[src/rtl/demux4_pkg.sv]
// Shared sizing constants for the 4-way registered demultiplexer.
package demux4_pkg;

  localparam int unsigned N_OUT = 4;
  localparam int unsigned SEL_W = 2;
  localparam int unsigned CNT_W = 16;

endpackage

[src/rtl/demux_slot.sv]
// One-entry output register: loads a word, holds it until drained.
module demux_slot
  import demux4_pkg::*;
#(
  parameter int unsigned WIDTH = 8
) (
  input  logic             clk,
  input  logic             rst_n,
  input  logic             load,
  input  logic [WIDTH-1:0] load_data,
  input  logic             drain,
  output logic [WIDTH-1:0] data,
  output logic             valid
);

  logic [WIDTH-1:0] data_q, data_d;
  logic             valid_q, valid_d;

  // Drain clears valid; a same-cycle load overrides it. Data is kept on drain.
  always_comb begin
    data_d  = data_q;
    valid_d = valid_q;
    if (valid_q && drain) begin
      valid_d = 1'b0;
    end
    if (load) begin
      valid_d = 1'b1;
      data_d  = load_data;
    end
  end

  // Slot state register.
  always_ff @(posedge clk or negedge rst_n) begin
    if (!rst_n) begin
      data_q  <= '0;
      valid_q <= 1'b0;
    end else begin
      data_q  <= data_d;
      valid_q <= valid_d;
    end
  end

  assign data  = data_q;
  assign valid = valid_q;

endmodule

[src/rtl/demux4_reg.sv]
// Registered 1-to-4 demultiplexer with per-destination one-entry slots,
// valid/ready handshakes and a sticky input-protocol error flag.
// Optional per-destination delivery counters: define DEMUX4_CNT_EN.
module demux4_reg
  import demux4_pkg::*;
#(
  parameter int unsigned WIDTH = 8
) (
  input  logic             clk,
  input  logic             rst_n,
  input  logic [WIDTH-1:0] din,
  input  logic             din_valid,
  output logic             din_ready,
  input  logic [1:0]       sel,
  output logic [WIDTH-1:0] o0,
  output logic [WIDTH-1:0] o1,
  output logic [WIDTH-1:0] o2,
  output logic [WIDTH-1:0] o3,
  output logic [3:0]       o_valid,
  input  logic [3:0]       o_ready,
  output logic             proto_err
`ifdef DEMUX4_CNT_EN
  ,
  output logic [15:0]      cnt0,
  output logic [15:0]      cnt1,
  output logic [15:0]      cnt2,
  output logic [15:0]      cnt3
`endif
);

  logic [N_OUT-1:0] load;
  logic [N_OUT-1:0] valid;
  logic [WIDTH-1:0] slot_data [N_OUT];
  logic             accept;

  logic             stall_q, stall_d;
  logic [WIDTH-1:0] din_hold_q, din_hold_d;
  logic [SEL_W-1:0] sel_hold_q, sel_hold_d;
  logic             proto_err_q, proto_err_d;

  // Ready passes through when the selected slot drains in the same cycle.
  assign din_ready = !valid[sel] || o_ready[sel];
  assign accept    = din_valid && din_ready;

  // One-hot load strobe towards the selected slot.
  always_comb begin
    load      = '0;
    load[sel] = accept;
  end

  for (genvar k = 0; k < N_OUT; k++) begin : g_slot
    demux_slot #(.WIDTH(WIDTH)) u_slot (
      .clk       (clk),
      .rst_n     (rst_n),
      .load      (load[k]),
      .load_data (din),
      .drain     (o_ready[k]),
      .data      (slot_data[k]),
      .valid     (valid[k])
    );
  end

  // A stalled offer must be held unchanged until it is taken.
  always_comb begin
    stall_d     = din_valid && !din_ready;
    din_hold_d  = din;
    sel_hold_d  = sel;
    proto_err_d = proto_err_q |
                  (stall_q && (!din_valid || (sel != sel_hold_q) || (din != din_hold_q)));
  end

  // Protocol monitor registers.
  always_ff @(posedge clk or negedge rst_n) begin
    if (!rst_n) begin
      stall_q     <= 1'b0;
      din_hold_q  <= '0;
      sel_hold_q  <= '0;
      proto_err_q <= 1'b0;
    end else begin
      stall_q     <= stall_d;
      din_hold_q  <= din_hold_d;
      sel_hold_q  <= sel_hold_d;
      proto_err_q <= proto_err_d;
    end
  end

  assign o0        = slot_data[0];
  assign o1        = slot_data[1];
  assign o2        = slot_data[2];
  assign o3        = slot_data[3];
  assign o_valid   = valid;
  assign proto_err = proto_err_q;

`ifdef DEMUX4_CNT_EN
  logic [CNT_W-1:0] cnt_q [N_OUT];
  logic [CNT_W-1:0] cnt_d [N_OUT];

  // Count deliveries per destination; wraps naturally at full scale.
  always_comb begin
    for (int k = 0; k < N_OUT; k++) begin
      cnt_d[k] = cnt_q[k] + CNT_W'(valid[k] && o_ready[k]);
    end
  end

  // Delivery counter registers.
  always_ff @(posedge clk or negedge rst_n) begin
    if (!rst_n) begin
      for (int k = 0; k < N_OUT; k++) cnt_q[k] <= '0;
    end else begin
      for (int k = 0; k < N_OUT; k++) cnt_q[k] <= cnt_d[k];
    end
  end

  assign cnt0 = cnt_q[0];
  assign cnt1 = cnt_q[1];
  assign cnt2 = cnt_q[2];
  assign cnt3 = cnt_q[3];
`endif

endmodule

[config.mk]
export PLATFORM = sky130hd
export DESIGN_NAME = demux4_reg
export DESIGN_NICKNAME = d
export VERILOG_FILES = /design/src/rtl/demux4_pkg.sv /design/src/rtl/demux_slot.sv /design/src/rtl/demux4_reg.sv
export SDC_FILE = /design/constraint.sdc
export NUM_CORES = 1
export LEC_CHECK = 0
export BUFFER_PORTS_ARGS = -buffer_cell sky130_fd_sc_hd__buf_4
export CORE_MARGIN = 10
export CORE_UTILIZATION = 40
export CTS_BUF_LIST = sky130_fd_sc_hd__clkbuf_8
export DETAILED_ROUTE_END_ITERATION = 7
export PLACE_DENSITY = 0.75
export SYNTH_ARGS = -nofsm -noshare
export SYNTH_HDL_FRONTEND = slang
export SYNTH_HIERARCHICAL = 1
export SYNTH_SLANG_ARGS = --single-unit
export TNS_END_PERCENT = 50
[constraint.sdc]
create_clock -name clk -period 1.7 [get_ports clk]
set_input_delay 0.085 -clock clk [delete_from_list [all_inputs] [get_ports clk]]
set_output_delay 0.085 -clock clk [all_outputs]
set_load 0.02 [all_outputs]
==> results list, run 1 <==
- Top-level port count: 55
* Global-route congestion overflow total: 0
- The placed instances occupy a cell area of around 0.0025 mm².
- The flow ran to the end, and the final reports show no timing, DRC or antenna violations.
- For this run, the top clock speed supported by timing is 608 MHz.
- First-pass GRT wire length: 7220 µm
- Dividing the synthesized area by the synthesized cell count gives roughly 16 µm².
* Worst Path Class, Setup: register to register
* Max Clock Skew: between 0.006 and 0.007 ns
- For the pin with the worst max-slew slack, the measured transition is 0.587 ns.
- In this run the core area contains 25 standard-cell rows.
- The worst hold path belongs to the class input port to register.
- The mapped netlist covers between 0.0015 and 0.002 mm².
- CTS placed an instance of sky130_fd_sc_hd__clkbuf_8 at the clock tree root.
- After clock tree synthesis, the clock-pin slew on the worst setup and hold paths is 0.08 ns.
* Placeable core region: ~0.0048 mm²
* Crit-path cells: a32oi_2 -> and4b_1 -> buf_4 -> mux2_4
- Req. time, crit path: 1.89 ns
- Sequential share of the synthesized area: 60.4%
* Final hold vios: 0
- CTS built an H-tree with a depth of 2.
- After technology mapping, the gate count stands at between 100 and 150.
- Layout overhead on the synthesized area: 36.5%
* Critical Path Source Type: register
- Once the floorplan was initialized, standard cells occupied 41.6% of the core.
- Crit end category: register
- Vias per Instance: ~4.6
- In this run the most critical hold path is launched from din_valid.
* Fraction of layout cells with a size suffix above 1: approximately 56%
- Final worst hold slack: 0.0557 ns
* Max Fanout on Critical Path: 5
- In this run the critical register-to-register path is captured at g_slot[1].u_slot/data[5]$_DFFE_PN0P_.
- Vias in the first global route: ~1.4k
- Summing over every cut layer, the via total after detailed routing is about 1.2k.
- Min-Delay Endpoint: stall_q$_DFF_PN0_
* Post-route fraction of the period consumed by the critical path: between 90% and 100%
- Wirelength per Cell: 17.0 µm
* Global placement routability congestion: approximately 0.75
* Total of flip-flops plus latches after synthesis: 48
- Die area: just over 0.008 mm²
* DPL Wire Length: between 3000 and 4000 µm
* Maximum resistive drop on vdd: 0.000645 V
- Measured against its own limit, the worst slew margin works out to between 60 and 70%.
- With fillers left out, the area of the finished cells amounts to ~0.0027 mm².
- The number of antenna violations at the first check in global routing is 0.
* # diodes: 0
- In this run the vertical extent of the chip is roughly 91 µm.
- RR Startpoint: g_slot[1].u_slot/valid$_DFFE_PN0P_
* P_leak: between 0.001 and 0.0015 µW
- Total CTS buffers: 5
- The first detailed-routing pass ran for 4 iterations.
- Counting along the longest clock path gives a buffer depth of 2.
- Net count after synthesis: roughly 140
* # port buffers: 54
- Die width: around 91 µm
- Entering global routing, the biggest net connects 49 pins.
* Clock insertion delay at the later pin of the skew report: about 0.30 ns
- After detailed placement, the design holds a cell count of ~250.
- Post-route antenna net violation count: 0
* Post-Layout Cell Count: approximately 270
- Across all register-to-register paths, the minimum setup slack is 0.05 ns.
- The largest individual stage delay along the critical path comes from the cell sky130_fd_sc_hd__dfrtp_1.
- The first routing iteration left 67 violations.
* GR Util All Layers: about 11%
- Net total in the final layout: between 200 and 250
- TritonCTS built the clock tree.
* Clock Sinks: between 40 and 50
- Maximum capacitance violations: 0
- During synthesis, Yosys emitted a total of 6 warnings.
- DRC violation count after routing: 0
- Counting instances, the worst hold path has a depth of 3.
- The final layout contains routed wiring with a total length of between 4000 and 5000 µm.
* Final setup TNS: 0 ns
* Number of max-slew violations in the final report: 0
- Power spread over the standard cell area amounts to roughly 1100 mW/mm².
- The smallest clock period supported by the final layout is computed as approximately 1.6 ns.
- Setup violation total in the final timing report: 0
- Count of distinct cell types in the synthesized netlist: 20
- Arrival time at the worst endpoint: between 1.5 and 2 ns
- Setup repair after global routing left no endpoint under its margin.
* Maximum single-stage delay on the critical path: approximately 0.42 ns
- The worst register-to-register path has a depth of 4.
## Yosys cell counts
| cell type | instances | area share [%] |
|---|---|---|
| sky130_fd_sc_hd__a21o_2 | 4 | 1.8 |
| sky130_fd_sc_hd__a32oi_1 | 2 | 0.88 |
| sky130_fd_sc_hd__a41oi_1 | 1 | 0.44 |
| sky130_fd_sc_hd__and4_2 | 1 | 0.50 |
| sky130_fd_sc_hd__and4b_1 | 1 | 0.50 |
| sky130_fd_sc_hd__buf_2 | 1 | 0.25 |
| sky130_fd_sc_hd__buf_6 | 4 | 2.3 |
| sky130_fd_sc_hd__dfrtp_1 | 48 | 60 |
| sky130_fd_sc_hd__inv_1 | 6 | 1.1 |
| sky130_fd_sc_hd__inv_2 | 1 | 0.19 |
| sky130_fd_sc_hd__mux2_2 | 1 | 0.57 |
| sky130_fd_sc_hd__mux2_4 | 32 | 24 |
| sky130_fd_sc_hd__nand3_1 | 1 | 0.25 |
| sky130_fd_sc_hd__nand4_1 | 1 | 0.31 |
| sky130_fd_sc_hd__nor2_1 | 5 | 0.94 |
| sky130_fd_sc_hd__nor4_1 | 1 | 0.31 |
| sky130_fd_sc_hd__nor4b_1 | 1 | 0.44 |
| sky130_fd_sc_hd__or3_1 | 1 | 0.31 |
| sky130_fd_sc_hd__xnor2_1 | 7 | 3.1 |
| sky130_fd_sc_hd__xor2_1 | 3 | 1.3 |
## timing repair
| action | CTS | global route |
|---|---|---|
| buffers inserted | 0 | 0 |
| endpoints found under the setup margin | 0 | 19 |
| hold buffers | 11 | 0 |
| endpoints found under the hold margin | 58 | 0 |
| resized for setup | 0 | 3 |
## kinds of logic after synthesis
group | Yosys count | share of synthesized area (%)
XOR/XNOR | 10 | 4.40
AND/OR/NAND/NOR | 12 | 3.59
buffers and inverters | 12 | 3.84
AO/OA/AOI/OAI | 7 | 3.08
multiplexers | 33 | 24.7
flip-flops | 48 | 60.4
## power breakdown
part / leakage [µW] / switching, µW / internal [µW]
Clock: 0.0000538 / 362 / 320
Sequential: 0.000571 / 120 / 1330
Combinational: 0.000710 / 436 / 509
Total: 0.00133 / 918 / 2150
## area by class of cell
| type | count | area [µm²] |
|---|---|---|
| fillers | 403 | 2070 |
| flip-flops and latches | 48 | 1200 |
| multi-input cells | 62 | 728 |
| repair buffers | 74 | 587 |
| well taps | 67 | 83.8 |
| clock buffers | 6 | 82.6 |
| inverters | 7 | 26.3 |
| clock inverters | 2 | 7.51 |
## sequential cells by signal (all words and copies together) (netlist names)
signal / count
din_hold_q: 8
g_slot.u_slot/data: 32
g_slot.u_slot/valid: 4
proto_err: 1
sel_hold_q: 2
stall_q: 1
## worst max path at each step
stage | start | to | slack (ns)
after floorplan | g_slot[1].u_slot/valid$_DFFE_PN0P_ | g_slot[0].u_slot/data[0]$_DFFE_PN0P_ | 0.08
after global placement | g_slot[1].u_slot/valid$_DFFE_PN0P_ | g_slot[1].u_slot/data[5]$_DFFE_PN0P_ | 0.07
after detailed placement | g_slot[3].u_slot/valid$_DFFE_PN0P_ | g_slot[2].u_slot/data[0]$_DFFE_PN0P_ | 0.02
after CTS | g_slot[3].u_slot/valid$_DFFE_PN0P_ | g_slot[2].u_slot/data[0]$_DFFE_PN0P_ | 0.004
after global routing | g_slot[1].u_slot/valid$_DFFE_PN0P_ | g_slot[1].u_slot/data[5]$_DFFE_PN0P_ | 0.005
final | g_slot[1].u_slot/valid$_DFFE_PN0P_ | g_slot[1].u_slot/data[5]$_DFFE_PN0P_ | 0.05
## critical path, delay by kind of cell (launching register included)
kind | cells | cell delay (ns)
buf+inv | 1 | 0.21
compound gates | 1 | 0.27
simple gates | 1 | 0.33
flops | 1 | 0.42
mux | 1 | 0.31
## routing by layer
metal  routed length (µm)  GRT usage, %  vias up  part of all wire (%)
met2                 2060          16.0       40                    45
met3                  396          5.49        5                   8.7
met5                    0             0        -                     0
met1                 2010          13.6      617                    44
met4                   61          3.98        0                   1.3
li1                     -             -      569                     -
## stage by stage
stage | power (µW) | setup slack (ns) | util [%]
finish | 3070 | 0.0545 | 56.8
global route | 3230 | 0.00494 | 56.8
CTS | 3110 | 0.00369 | 56.5
detailed placement | 2400 | 0.0217 | 52.3
global placement | 2390 | 0.0709 | 52.3
floorplan | 1960 | 0.0767 | -
## cell usage in the layout, fill, tap and decap left out
master                          count
sky130_fd_sc_hd__buf_4             62
sky130_fd_sc_hd__dfrtp_1           48
sky130_fd_sc_hd__mux2_4            32
sky130_fd_sc_hd__dlygate4sd3_1     11
sky130_fd_sc_hd__inv_1              8
sky130_fd_sc_hd__xnor2_1            7
sky130_fd_sc_hd__clkbuf_8           6
sky130_fd_sc_hd__nor2_1             4
sky130_fd_sc_hd__a21o_2             4
sky130_fd_sc_hd__xor2_1             3
sky130_fd_sc_hd__a32oi_2            1
sky130_fd_sc_hd__a32oi_1            1
sky130_fd_sc_hd__mux2_2             1
sky130_fd_sc_hd__nand3_1            1
sky130_fd_sc_hd__nor2_2             1
sky130_fd_sc_hd__and4b_1            1
sky130_fd_sc_hd__inv_2              1
sky130_fd_sc_hd__nor4b_2            1
sky130_fd_sc_hd__or3_1              1
sky130_fd_sc_hd__nand4_1            1
sky130_fd_sc_hd__nor4_1             1
sky130_fd_sc_hd__a41oi_1            1
sky130_fd_sc_hd__and4_2             1
sky130_fd_sc_hd__buf_6              1
(Power assumes the default switching activity.)
==> run 2, diff against run 1 <==
- CORE_UTILIZATION: 40 -> 53
- PLACE_DENSITY: 0.75 -> 0.92
- RECOVER_POWER: unset -> 25
==> run 2 against run 1 <==
Setup slack gained 0.024 ns; largest cell class unchanged; hold slack better by 0.019 ns; sequential cell count unchanged; critical path depth stayed put; highest routed layer unchanged; first-iteration DRC count grew 110%; critical path type unchanged; sequential power about the same; count of clock-buffer cells in the layout is 1 lower; register-to-register slack improved by 0.02 ns; sequential share of layout area up 0.98 points; cell area down 2.2%; non-clock buffer count down 4; clock power is 18% higher.
==> results list, run 2 (synthesis gave the netlist of run 1 again) <==
* P_leak: ~0.0013 µW
* RR Startpoint: g_slot[1].u_slot/valid$_DFFE_PN0P_
- Classification of the worst-slack hold path: input port to register
- Summed over all nets, the half-perimeter wirelength after detailed placement is roughly 3500 µm.
- 0 antenna diodes ended up in the layout.
- The congestion estimate from routability-driven global placement came to about 0.73.
- The worst path needs 1.62 ns of the cycle, external delays included.
* Root cell of the clock tree: sky130_fd_sc_hd__clkbuf_8
- Net total in the final layout: about 210
- For this configuration, the core starts out at a cell density of a little over half.
- Final setup TNS: 0 ns
- The first global-routing pass estimated 7550 µm of wire.
* Clock Sinks: 48
- The worst setup path is captured at a register.
- Post-route fraction of the period consumed by the critical path: 95.4%
* Most used cells in the layout excluding fill and tap cells: sky130_fd_sc_hd__buf_4 (49), sky130_fd_sc_hd__dfrtp_1 (48), sky130_fd_sc_hd__mux2_4 (32)
- Setup repair after global routing left no endpoint under its margin.
- In this run the worst path has a maximum fanout of 9.
* Max Clock Skew: 0.00461 ns
- In this run the number of H-tree levels came out at 2.
* Setup slack of the worst register-to-register path: slightly below 0.08 ns
* Global-route congestion overflow total: 0
* Total CTS buffers: 5
- Maximum buffer depth of the clock tree: 2
- Result of the run: complete, no violations
- The path with the worst hold slack has its endpoint at g_slot[2].u_slot/valid$_DFFE_PN0P_.
* Power per standard cell area: ~1200 mW/mm²
* Maximum resistive drop on vdd: 0.000800 V
* Fraction of layout cells with a size suffix above 1: approximately 51%
- Wirelength per Cell: ~19 µm
- Setup violations remaining at the end of the flow were counted as 0.
- Net switching share of the total power: between 20 and 30%
- Cell-internal power: 2260 µW
- Count of placed standard cells including taps: 224
- GR Util All Layers: 14.9%
- The routed layout has 1,237 vias.
- Most common library cell in the layout ignoring fill and taps: sky130_fd_sc_hd__buf_4
- Across the run, the number of max-cap violations was 0.
- The endpoint identified for the worst register-to-register timing path is g_slot[0].u_slot/data[5]$_DFFE_PN0P_.
- Worst Path Class, Setup: register to register
- The number of global-route vias before repair came to ~1.4k.
- Switching pwr: 939 µW
* Depth of the worst register-to-register path: 4
- For this design the top-level I/O count stands at 55.
* Number of max-slew violations in the final report: 0
- Die width: 81.3 µm
- # Post-CTS Setup Buffers: 0
* Critical Path Source Type: register
- Of the total power, registers draw between 40% and 50%.
* Max FFs per register: 32
- The die covers about 0.0066 mm².
- The number of antenna violations at the first check in global routing is 0.
- The pre-antenna-repair detailed-routing pass consisted of 4 iterations.
- Beginning of the worst hold path: o_ready[2]
- For the pin with the worst max-slew slack, the measured transition is between 1 and 1.5 ns.
- Overall die height: approximately 81 µm
- Static timing analysis puts the maximum clock frequency at roughly 600 MHz.
* Largest net degree at the start of global routing: 49
* # port buffers: 54
- After detailed routing, the number of remaining DRC violations is 0.
- The design draws approximately 3200 µW.
* Vias per Instance: 5.09
- Clock insertion delay at the later pin of the skew report: about 0.3 ns
* Filler Cells Inserted: ~240
* Layout overhead on the synthesized area: 33.6%
* Req. time, crit path: ~1.9 ns
- Max-slew headroom: 24.9%
- The clock network burns roughly a quarter of the power.
- Clock-pin slew was measured on the worst setup and hold paths at ~0.080 ns.
- Placeable core region: between 0.003 and 0.004 mm²
- Detailed router's first-iteration violation count: about 140
- Final hold vios: 0
* Clock tree from TritonCTS: done
- Number of stages on the worst hold path: 3
- Post-Layout Cell Count: 243
* Final WL: between 4000 and 5000 µm
* Arrival time at the worst endpoint: 1.81 ns
- Standard-cell rows: 22
* Portion of total power attributed to combinational logic: between 20 and 30%
- The count of nets left with antenna violations once routing finished came out at 0.
run 2: worst max path at each step:
stage                                  startpoint                                    to  cells past startpoint
4_1_cts        g_slot[1].u_slot/valid$_DFFE_PN0P_  g_slot[0].u_slot/data[5]$_DFFE_PN0P_                      4
3_5_place_dp   g_slot[1].u_slot/valid$_DFFE_PN0P_  g_slot[0].u_slot/data[4]$_DFFE_PN0P_                      4
5_1_grt        g_slot[3].u_slot/valid$_DFFE_PN0P_  g_slot[3].u_slot/data[0]$_DFFE_PN0P_                      3
2_1_floorplan  g_slot[1].u_slot/valid$_DFFE_PN0P_  g_slot[0].u_slot/data[0]$_DFFE_PN0P_                      4
6_report       g_slot[1].u_slot/valid$_DFFE_PN0P_  g_slot[0].u_slot/data[5]$_DFFE_PN0P_                      4
3_3_place_gp   g_slot[1].u_slot/valid$_DFFE_PN0P_  g_slot[0].u_slot/data[7]$_DFFE_PN0P_                      4
run 2: worst max-delay path, stage by stage (launching register included):
cell                      delay [ns]
sky130_fd_sc_hd__dfrtp_1        0.43
sky130_fd_sc_hd__a32oi_2        0.28
sky130_fd_sc_hd__nor4b_4        0.27
sky130_fd_sc_hd__buf_6          0.23
sky130_fd_sc_hd__mux2_4         0.31
run 2: power by group through the flow:
stage	registers [µW]	clock network, µW	logic (µW)
2_1_floorplan	1660	0	308
5_1_grt	1470	868	1000
3_3_place_gp	1450	0	913
3_5_place_dp	1470	0	940
4_1_cts	1450	820	966
6_report	1450	808	942
run 2: final cells by class:
| type | count | area (µm²) | area share, % |
|---|---|---|---|
| Tap cell | 48 | 60.1 | 2.26 |
| Sequential cell | 48 | 1200 | 45.2 |
| Clock inverter | 3 | 42.5 | 1.60 |
| Timing Repair Buffer | 70 | 524 | 19.7 |
| Inverter | 7 | 26.3 | 0.989 |
| Multi-Input combinational cell | 62 | 734 | 27.6 |
| Clock buffer | 5 | 68.8 | 2.59 |
run 2: metal layers:
metal	global-route usage (%)	wire length [µm]
met5	0	0
met4	5.71	98
met3	5.30	366
met2	25.2	2310
met1	16.9	1890
run 2: per-stage QoR:
step | hold slack, ns | area, µm² | setup slack (ns) | utilization (%)
6_report | 0.0751 | 2660 | 0.0789 | 73.1
2_1_floorplan | -0.211 | 1990 | 0.0767 | -
4_1_cts | 0.0663 | 2680 | 0.0179 | 73.8
3_3_place_gp | 0.110 | 2450 | 0.136 | 67.4
5_1_grt | 0.0718 | 2660 | 0.000547 | 73.1
3_5_place_dp | 0.126 | 2450 | -0.0209 | 67.4
run 2: repair_timing:
action | in CTS | in global routing
hold buffers | 11 | 0
endpoints found under the setup margin | 8 | 8
gates resized for setup | 2 | 1
endpoints found under the hold margin | 58 | 0
pin swaps | 0 | 0
